$ cat src/rtl/fb_write_sched.sv
// Write-port scheduler for the frame buffer RAM: arbitrates capture, overlay
// and clear-engine writes, and runs the clear-then-resync-on-vsync sequence.
module fb_write_sched #(
  parameter int   DEPTH     = 192000,
  parameter int   AW        = 18,
  parameter logic CLEAR_VAL = 1'b0
) (
  input  logic          dotclk,
  input  logic          reset_n,
  input  logic          vsync,
  input  logic          clear_req,
  input  logic          cap_valid,
  input  logic [AW-1:0] cap_addr,
  input  logic          cap_pixel,
  input  logic          ovl_valid,
  input  logic [AW-1:0] ovl_addr,
  input  logic          ovl_pixel,
  output logic          ovl_ready,
  output logic [AW-1:0] waddr,
  output logic          wdata,
  output logic          wren,
  output logic          busy,
  output logic [7:0]    drop_cnt
);

  localparam logic [1:0] ST_CLEAR  = 2'd0;
  localparam logic [1:0] ST_SETTLE = 2'd1;
  localparam logic [1:0] ST_NORMAL = 2'd2;

  localparam logic [AW-1:0] LAST_ADDR = AW'(DEPTH - 1);
  localparam logic [AW:0]   DEPTH_W   = (AW + 1)'(DEPTH);

  logic [1:0]    state_q, state_d;
  logic [AW-1:0] clr_ctr_q, clr_ctr_d;
  logic          vsync_q;
  logic [AW-1:0] waddr_q, waddr_d;
  logic          wdata_q, wdata_d;
  logic          wren_q, wren_d;
  logic          busy_q;
  logic [7:0]    drop_q, drop_d;
  logic          drop_inc;
  logic          cap_in_range, ovl_in_range, vsync_rise;

  // Widened compare so the bound still works if DEPTH ever equals 2**AW.
  assign cap_in_range = {1'b0, cap_addr} < DEPTH_W;
  assign ovl_in_range = {1'b0, ovl_addr} < DEPTH_W;
  assign vsync_rise   = vsync & ~vsync_q;

  assign ovl_ready = reset_n & (state_q == ST_NORMAL) & ~cap_valid & ~clear_req;

  always_comb begin
    // NOTE: every signal gets a default first so no path leaves it unassigned (no latches).
    state_d   = state_q;
    clr_ctr_d = clr_ctr_q;
    waddr_d   = waddr_q;
    wdata_d   = wdata_q;
    wren_d    = 1'b0;
    drop_inc  = 1'b0;

    case (state_q)
      ST_CLEAR: begin
        wren_d   = 1'b1;
        waddr_d  = clr_ctr_q;
        wdata_d  = CLEAR_VAL;
        drop_inc = cap_valid;
        if (clear_req) begin
          clr_ctr_d = '0;
        end else if (clr_ctr_q == LAST_ADDR) begin
          state_d   = ST_SETTLE;
          clr_ctr_d = '0;
        end else begin
          clr_ctr_d = clr_ctr_q + 1'b1;
        end
      end
      ST_SETTLE: begin
        drop_inc = cap_valid;
        if (clear_req) begin
          state_d   = ST_CLEAR;
          clr_ctr_d = '0;
        end else if (vsync_rise) begin
          state_d = ST_NORMAL;
        end
      end
      ST_NORMAL: begin
        if (clear_req) begin
          state_d   = ST_CLEAR;
          clr_ctr_d = '0;
          drop_inc  = cap_valid;
        end else if (cap_valid) begin
          if (cap_in_range) begin
            wren_d  = 1'b1;
            waddr_d = cap_addr;
            wdata_d = cap_pixel;
          end else begin
            drop_inc = 1'b1;
          end
        end else if (ovl_valid && ovl_in_range) begin
          wren_d  = 1'b1;
          waddr_d = ovl_addr;
          wdata_d = ovl_pixel;
        end
      end
      default: begin
        state_d   = ST_CLEAR;
        clr_ctr_d = '0;
        drop_inc  = cap_valid;
      end
    endcase

    drop_d = (drop_inc && (drop_q != 8'hFF)) ? drop_q + 8'd1 : drop_q;
  end

  always_ff @(posedge dotclk) begin
    // NOTE: non-blocking assignments so every register samples pre-edge values.
    if (!reset_n) begin
      state_q   <= ST_CLEAR;
      clr_ctr_q <= '0;
      vsync_q   <= 1'b1;
      waddr_q   <= '0;
      wdata_q   <= 1'b0;
      wren_q    <= 1'b0;
      busy_q    <= 1'b1;
      drop_q    <= 8'd0;
    end else begin
      state_q   <= state_d;
      clr_ctr_q <= clr_ctr_d;
      vsync_q   <= vsync;
      waddr_q   <= waddr_d;
      wdata_q   <= wdata_d;
      wren_q    <= wren_d;
      busy_q    <= (state_d != ST_NORMAL);
      drop_q    <= drop_d;
    end
  end

  assign waddr    = waddr_q;
  assign wdata    = wdata_q;
  assign wren     = wren_q;
  assign busy     = busy_q;
  assign drop_cnt = drop_q;

endmodule

$ cat config.mk
export PLATFORM = sky130hd
export DESIGN_NAME = fb_write_sched
export DESIGN_NICKNAME = d
export VERILOG_FILES = /design/src/rtl/fb_write_sched.sv
export SDC_FILE = /design/constraint.sdc
export NUM_CORES = 1
export LEC_CHECK = 0
export ABC_AREA = 1
export ABC_CLOCK_PERIOD_IN_PS = 2200
export CAP_MARGIN = 20
export CORE_MARGIN = 2
export CORE_UTILIZATION = 50
export CTS_BUF_LIST = sky130_fd_sc_hd__clkbuf_8 sky130_fd_sc_hd__clkbuf_16
export CTS_CLUSTER_SIZE = 25
export DETAILED_ROUTE_END_ITERATION = 8
export PLACE_DENSITY = 0.81
export SLEW_MARGIN = 0
export SYNTH_ARGS = -nofsm -noshare
export SYNTH_HDL_FRONTEND = slang
export SYNTH_SLANG_ARGS = --single-unit
$ cat constraint.sdc
create_clock -name dotclk -period 2.2 [get_ports dotclk]
set_input_delay 0.33 -clock dotclk [delete_from_list [all_inputs] [get_ports dotclk]]
set_output_delay 0.33 -clock dotclk [all_outputs]
set_load 0.01 [all_outputs]
* Word level (Yosys, flattened, before mapping)
Cells that the tools add are included.
** Storage, ports and cells
- Bits in registers :: 50
- Bits in latches :: 0
- Bits in writable memories :: 0
- Memory bits (read-only) :: 0
- Input bits :: 44
- Output and inout bits :: 30
- Memories kept :: 0
** Cells by class
- Add/sub/neg operators :: 2
- Multipliers :: 0
- Divide/modulo/power cells :: 0
- Order comparisons :: 2
- Equal/unequal tests :: 9
- Shift operators :: 0
- Multiplexer cells :: 29
- Bitwise operators :: 7
- Reductions and logical operators :: 6
** Operators by type and width (number)
- 18-bit two-way mux :: 7
- 18-bit one-hot mux with 2 select lines :: 2
- 18-bit < comparator (second input constant) :: 2
- 18-bit by 1-bit adder with 18-bit output (second input constant) :: 1
- 18-bit == test (second input constant) :: 1
- 1-bit two-way mux :: 12
- 2-bit two-way mux :: 5
- 8-bit by 1-bit adder with 8-bit output (second input constant) :: 1
- 8-bit inequality test (second input constant) :: 1
- 2-bit one-hot mux with 3 select lines :: 1
- 1-bit bitwise AND :: 4
- 2-bit inequality test (second input constant) :: 2
- 1-bit one-hot mux with 2 select lines :: 2
- 4-bit AND reduction :: 1
- 3-bit by 2-bit inequality test with 1-bit output (second input constant) :: 1
- 3-bit inequality test (second input constant) :: 1
- 1-bit NOT :: 3
- 2-bit by 1-bit == test with 1-bit output (second input constant) :: 1
- 2-bit == test (second input constant) :: 1
- 1-bit logical AND :: 2
- 2-bit logical NOT :: 1
- 2-bit by 1-bit inequality test with 1-bit output (second input constant) :: 1
- 2-bit nonzero test :: 1
- 2-bit OR reduction :: 1

* Longest topological paths before layout
Gate-level depths: netlist of run 1.
- Depth after elaboration :: 6
- Depth in mapped cells :: 12
- Mapped depth without buffers :: 11

* Worst setup path after synthesis of run 1
OpenSTA, ideal clock, no wires.
- Path type :: register -> output
- From :: register state_q[0]
- To :: output port ovl_ready
- Data arrival time :: 1.268 ns
- Path slack :: 0.602 ns
- Stages on the path, launching flop included :: 7
- Path buffers :: 0
- Path through :: dfxtp_1 inv_1 ha_1 inv_1 nor2_1 inv_1 nor3_1
** Between the ends
- Word-level cells in the longest chain between the ends :: 4
** RTL lines
- start, declared :: line 33 : logic [1:0] state_q, state_d;
- start signal, assigned :: line 125 : state_q <= state_d;
- 2-bit == test :: line 49 : assign ovl_ready = reset_n & (state_q == ST_NORMAL) & ~cap_valid & ~clear_req;
- 1-bit bitwise AND (3 in series) :: line 49
- end, declared :: line 18 : output logic ovl_ready,
Every way passes these cells.

* Worst setup path in the final report of run 1
Ends and elaborated chain as after synthesis.

==> reports/qor.yml, run 1 <==
antenna_found_initial: 0
die_h_um: 81.9
grt_usage: 0.259
placed_area_mm2: 0.00385
gp_congestion: 0.936
p_leak_nw: 1.55
yosys.area.top_type_share: 0.330
synth_common_cells: "110 x nand2_1, 102 x nor2_1, 65 x inv_1"
crit_type: "flop to output port"
pre_cts_ws_ns: 0.119
cts_buffer_depth: 2
maxCapViolations: 0
drt_iter0_markers: 321
cts_max_level: 2
syn_inst: 486
yosysUniqueCellTypes: 30
setup_tns_ns: 0
slew_viol_final: 0
p_int_mw: 1.24
hpwl_um: 6370
min-delay-path-class: "flop to flop"
vias: 3247
ys_seq_area_frac: 0.330
cts_buffers: 5
finalWorstSetupSlack_ns: 0.214
pwr-share-seq: 0.553
crit_buf_inv: 4
cp-start-kind: "flop"
setup_viol: 0
start_util: 0.516
path_cells: "inv_1 > ha_1 > inv_1 > nor2_1 > inv_1 > nor3_1 > dlygate4sd2_1"
p_clk_frac: 0.322
cpPeakStageDelay_ns: 0.35
hold_viol: 0
worst-path-max-fanout: 3
syn_area_per_cell_um2: 6.25
cts_hold_buf: 0
synth_top_cell_by_area: "dfxtp_1"
netlist_area_mm2: 0.00304
cp_common_cell: "inv_1"
cts_root_buf: "clkbuf_8"
synth_edf_count: 0
syn-num-nets: 536
rsz0062_at_grt: "false"
overflow: 0
path_clk_slew_ns: 0.10
synth_ff_type: "dfxtp_1"
portBuffers: 73
tightestPinTransition_ns: 0.511
cp.arrival_ns: 1.66
switching_share: 0.255
drt.antenna.violating_nets: 0
ys_ff_latch: 50
status: "finished, final reports clean"
grt_pass1_wl_um: 13500
ioPinCount: 74
post-route-min-period_ns: 1.99
critPathTopFamily: "buffers and inverters"
std_cell_rows: 28
p_sw_mw: 0.426
timing.hold.ws_ns: 0.489
grt_pass1_vias: 2992
nNetsFinal: 611
drt_pass1_iterations: 4
pwr-share-comb: 0.125
die-area_mm2: 0.00671
finClkSkew_ns: 0.00775
area_growth_pct: 29.4
worstSkewPairLatency_ns: 0.31
yosysMostFrequentCell: "nand2_1"
core_mm2: 0.00589
cpMaxStageDelayCell: "dfxtp_1"
cts_tree: "built"
diodes: 0
vdd_drop_max_v: 0.000277
fmax_ghz: 0.504
async_flop_share: 0
wirelength_um: 8440
yosys_warnings: 0
worstPathRequired_ns: 1.87
grt_start_max_net_pins: 37
fin_area_mm2: 0.00393
period_share: 0.903
synth_area_leaders: "dfxtp_1 33%, nand2_1 14%, nor2_1 13%"
avgViaCountPerCell: 5.11
wl_per_cell_um: 13.3
end_kind: "output port"
drc: 0
fp.dieW_um: 81.9
drive_above_1_share: 0.0677
power_per_cell_area_mw_per_mm2: 425
max_slew_margin: 0.659
cts_sinks: 50
-- state kept, by name (all words and copies together) (netlist names) --
name,flops
state_q,2
vsync_q,1
busy,1
wdata,1
drop_cnt,8
clr_ctr_q,18
wren,1
waddr,18
-- layout by cell type (no fill, tap or decap), drive strengths merged, types with 9 or more instances in the layout --
master | netlist | layout
xor2 | 9 | 9
o21ai | 33 | 33
clkdlybuf4s50 | 0 | 72
a21oi | 19 | 19
nand3 | 28 | 28
buf | 12 | 13
inv | 65 | 65
nand2 | 115 | 115
o22ai | 11 | 11
dfxtp | 50 | 50
nor2 | 108 | 108
-- path summary, 6_finish.rpt --
path	startpoint	end	slack, ns	cells after the start
worst max-delay path	state_q[0]$_SDFF_PN0_	ovl_ready	0.21	7
worst min-delay path	clr_ctr_q[16]$_SDFFE_PN0P_	clr_ctr_q[16]$_SDFFE_PN0P_	0.49	2
worst max register to register	state_q[0]$_SDFF_PN0_	waddr[16]$_SDFFE_PN0P_	0.38	9
worst min register to register	clr_ctr_q[16]$_SDFFE_PN0P_	clr_ctr_q[16]$_SDFFE_PN0P_	0.49	2
-- worst reg2reg max path, delay by kind of cell, from the launching register on --
family | cells | cell delay [ns]
AND/OR/NAND/NOR | 4 | 0.59
flip-flops | 1 | 0.39
buffers and inverters | 3 | 0.33
adder cells (fa/ha/maj) | 1 | 0.21
AO/OA/AOI/OAI | 1 | 0.19
-- repair_timing --
item                       4_1_cts  5_1_grt
setup endpoints to repair        1        0
setup buffers                    0        0
gates resized for setup          2        0
-- metrics by stage --
stage,power (mW),util,std cells
after global placement,1.15,0.654,629
after detailed placement,1.15,0.654,629
final,1.67,0.667,636
after floorplan,1.03,-,486
after CTS,1.68,0.667,636
after global routing,1.73,0.667,636
-- power groups by stage --
stage | clock network, mW | logic, mW | registers, mW
2_1_floorplan | 0 | 0.0836 | 0.947
3_3_place_gp | 0 | 0.206 | 0.944
3_5_place_dp | 0 | 0.208 | 0.945
4_1_cts | 0.547 | 0.210 | 0.924
5_1_grt | 0.576 | 0.231 | 0.925
6_report | 0.537 | 0.209 | 0.924
-- kinds of logic after synthesis --
kind of cell / share of synthesized area
AO/OA/AOI/OAI: 0.127
XOR/XNOR: 0.0317
flip-flops: 0.330
adder cells (fa/ha/maj): 0.0247
buffers and inverters: 0.116
AND/OR/NAND/NOR: 0.371
-- cell type report --
class | count | area, um2
flip-flops and latches | 50 | 1000
multi-input cells | 353 | 1680
repair buffers | 86 | 827
clock buffers | 5 | 68.8
well taps | 75 | 93.8
clock inverters | 2 | 10.0
inverters | 65 | 244
fillers | 556 | 1960
-- layer usage --
layer	GRT usage	part of all wire	wire length, um
met5	0	0	0
met4	0.0700	0.012	100
met3	0.0385	0.069	582
met2	0.448	0.48	4020
met1	0.335	0.44	3730
Note: power is estimated with default switching activity, not from simulation.
==> run 2, diff against run 1 <==
--- a/config.mk
+++ b/config.mk
@@ -14,6 +14,7 @@
 export CTS_CLUSTER_SIZE = 25
 export DETAILED_ROUTE_END_ITERATION = 8
 export PLACE_DENSITY = 0.81
+export SKIP_LAST_GASP = 1
 export SLEW_MARGIN = 0
 export SYNTH_ARGS = -nofsm -noshare
 export SYNTH_HDL_FRONTEND = slang
==> results of run 2 <==
Same layout as run 1: the final DEF is identical, and so are final timing and power.
==> run 3, diff against run 2 <==
--- a/config.mk
+++ b/config.mk
@@ -13,7 +13,7 @@
 export CTS_BUF_LIST = sky130_fd_sc_hd__clkbuf_8 sky130_fd_sc_hd__clkbuf_16
 export CTS_CLUSTER_SIZE = 25
 export DETAILED_ROUTE_END_ITERATION = 8
-export PLACE_DENSITY = 0.81
+export PLACE_DENSITY = 0.86
 export SKIP_LAST_GASP = 1
 export SLEW_MARGIN = 0
 export SYNTH_ARGS = -nofsm -noshare
==> reports/qor.yml, run 3 (synthesis results as in run 1) <==
hpwl_um: 6330
finClkSkew_ns: 0.00687
setup_tns_ns: 0
vdd_drop_max_v: 0.000275
cts_root_buf: "clkbuf_8"
std_cell_rows: 28
worstPathRequired_ns: 1.87
avgViaCountPerCell: 5.18
grt_start_max_net_pins: 37
cts_tree: "built"
grt_util_met2: 0.443
drt.antenna.violating_nets: 0
nNetsFinal: 610
cts_hold_buf: 0
tightestPinTransition_ns: 0.518
p_leak_nw: 1.56
fin_util: 0.671
pwr-share-seq: 0.541
cts_buffers: 5
start_util: 0.516
final-seq-area_mm2: 0.00100
switching_share: 0.247
p_sw_mw: 0.422
pwr-share-comb: 0.125
wl_per_cell_um: 13.1
vias: 3296
diodes: 0
die_h_um: 81.9
grt_pass1_vias: 3077
power_per_cell_area_mw_per_mm2: 432
grtUsageMet1: 0.322
path_clk_slew_ns: 0.09
crit_type: "flop to output port"
portBuffers: 73
worst-path-max-fanout: 3
drt_iter0_markers: 267
cp-start-kind: "flop"
pre_cts_ws_ns: 0.173
cts_sinks: 50
cp.arrival_ns: 1.61
max_slew_margin: 0.655
p_int_mw: 1.29
core_mm2: 0.00589
ioPinCount: 74
slew_viol_final: 0
finalWorstSetupSlack_ns: 0.261
setup_viol: 0
antenna_found_initial: 0
fmax_ghz: 0.516
multi_input_area_mm2: 0.00168
maxCapViolations: 0
status: "finished, final reports clean"
period_share: 0.881
mostFrequentLayoutCells: "110 x nand2_1, 102 x nor2_1, 72 x clkdlybuf4s50_1"
rsz0062_at_grt: "false"
drive_above_1_share: 0.0660
worstRegToRegCells: 10
hold_depth: 2
drt_pass1_iterations: 6
p_clk_frac: 0.333
cts_max_level: 2
end_kind: "output port"
overflow: 0
cts_buffer_depth: 2
area_growth_pct: 30.0
n_fill_cell: 516
gp_congestion: 0.955
die-area_mm2: 0.00671
fp.dieW_um: 81.9
final_common_cell: "nand2_1"
post-route-min-period_ns: 1.94
top_usage_layer: "met2"
hold_viol: 0
grt_pass1_wl_um: 13400
grt_use_met3: 0.0451
grt_usage: 0.256
wirelength_um: 8340
drc: 0
worstSkewPairLatency_ns: 0.30
min-delay-path-class: "flop to flop"
## run 3: worst paths after layout
check / start / end / slack, ns
max reg2reg: state_q[0]$_SDFF_PN0_ / waddr[11]$_SDFFE_PN0P_ / 0.38
max: state_q[0]$_SDFF_PN0_ / ovl_ready / 0.26
min: clr_ctr_q[16]$_SDFFE_PN0P_ / clr_ctr_q[16]$_SDFFE_PN0P_ / 0.49
min reg2reg: clr_ctr_q[16]$_SDFFE_PN0P_ / clr_ctr_q[16]$_SDFFE_PN0P_ / 0.49
## run 3: what timing repair did
item / in CTS / in global routing
buffers inserted: 0 / 0
resized for setup: 1 / 0
hold endpoints to repair: 0 / 0
endpoints found under the setup margin: 1 / 0
## run 3: critical path: stages (launching register included)
cell and delay, ns:
dfxtp_1 0.34, inv_1 0.10, ha_1 0.17, inv_1 0.06
nor2_1 0.14, inv_1 0.09, nor3_1 0.12, dlygate4sd2_1 0.29
## run 3: stage by stage
step	power, mW	instance area [um2]	cells	hold WS (ns)
2_1_floorplan	1.03	3040	486	0.426
3_3_place_gp	1.15	3850	628	0.468
3_5_place_dp	1.16	3850	628	0.482
4_1_cts	1.72	3950	636	0.498
5_1_grt	1.76	3950	636	0.527
6_report	1.71	3950	636	0.493
## run 3: power by group through the flow
stage               registers, mW  clock network (mW)  logic, mW
finish                      0.924               0.569      0.214
global route                0.926               0.604      0.233
CTS                         0.924               0.581      0.214
detailed placement          0.945                   0      0.213
global placement            0.945                   0      0.209
floorplan                   0.947                   0     0.0836
## run 3: per-layer routing
layer  part of all wire  vias up
li1                   -     1669
met1               0.44     1457
met2               0.46      154
met3              0.076       16
met4              0.019        0
met5                  0        -
## run 3: final cells by class
type / count / area share
clock inverter: 2 / 0.00317
timing repair buffer: 85 / 0.211
tap: 75 / 0.0238
clock buffer: 6 / 0.0209
inverter: 65 / 0.0618
multi-input combinational: 353 / 0.426
sequential: 50 / 0.254
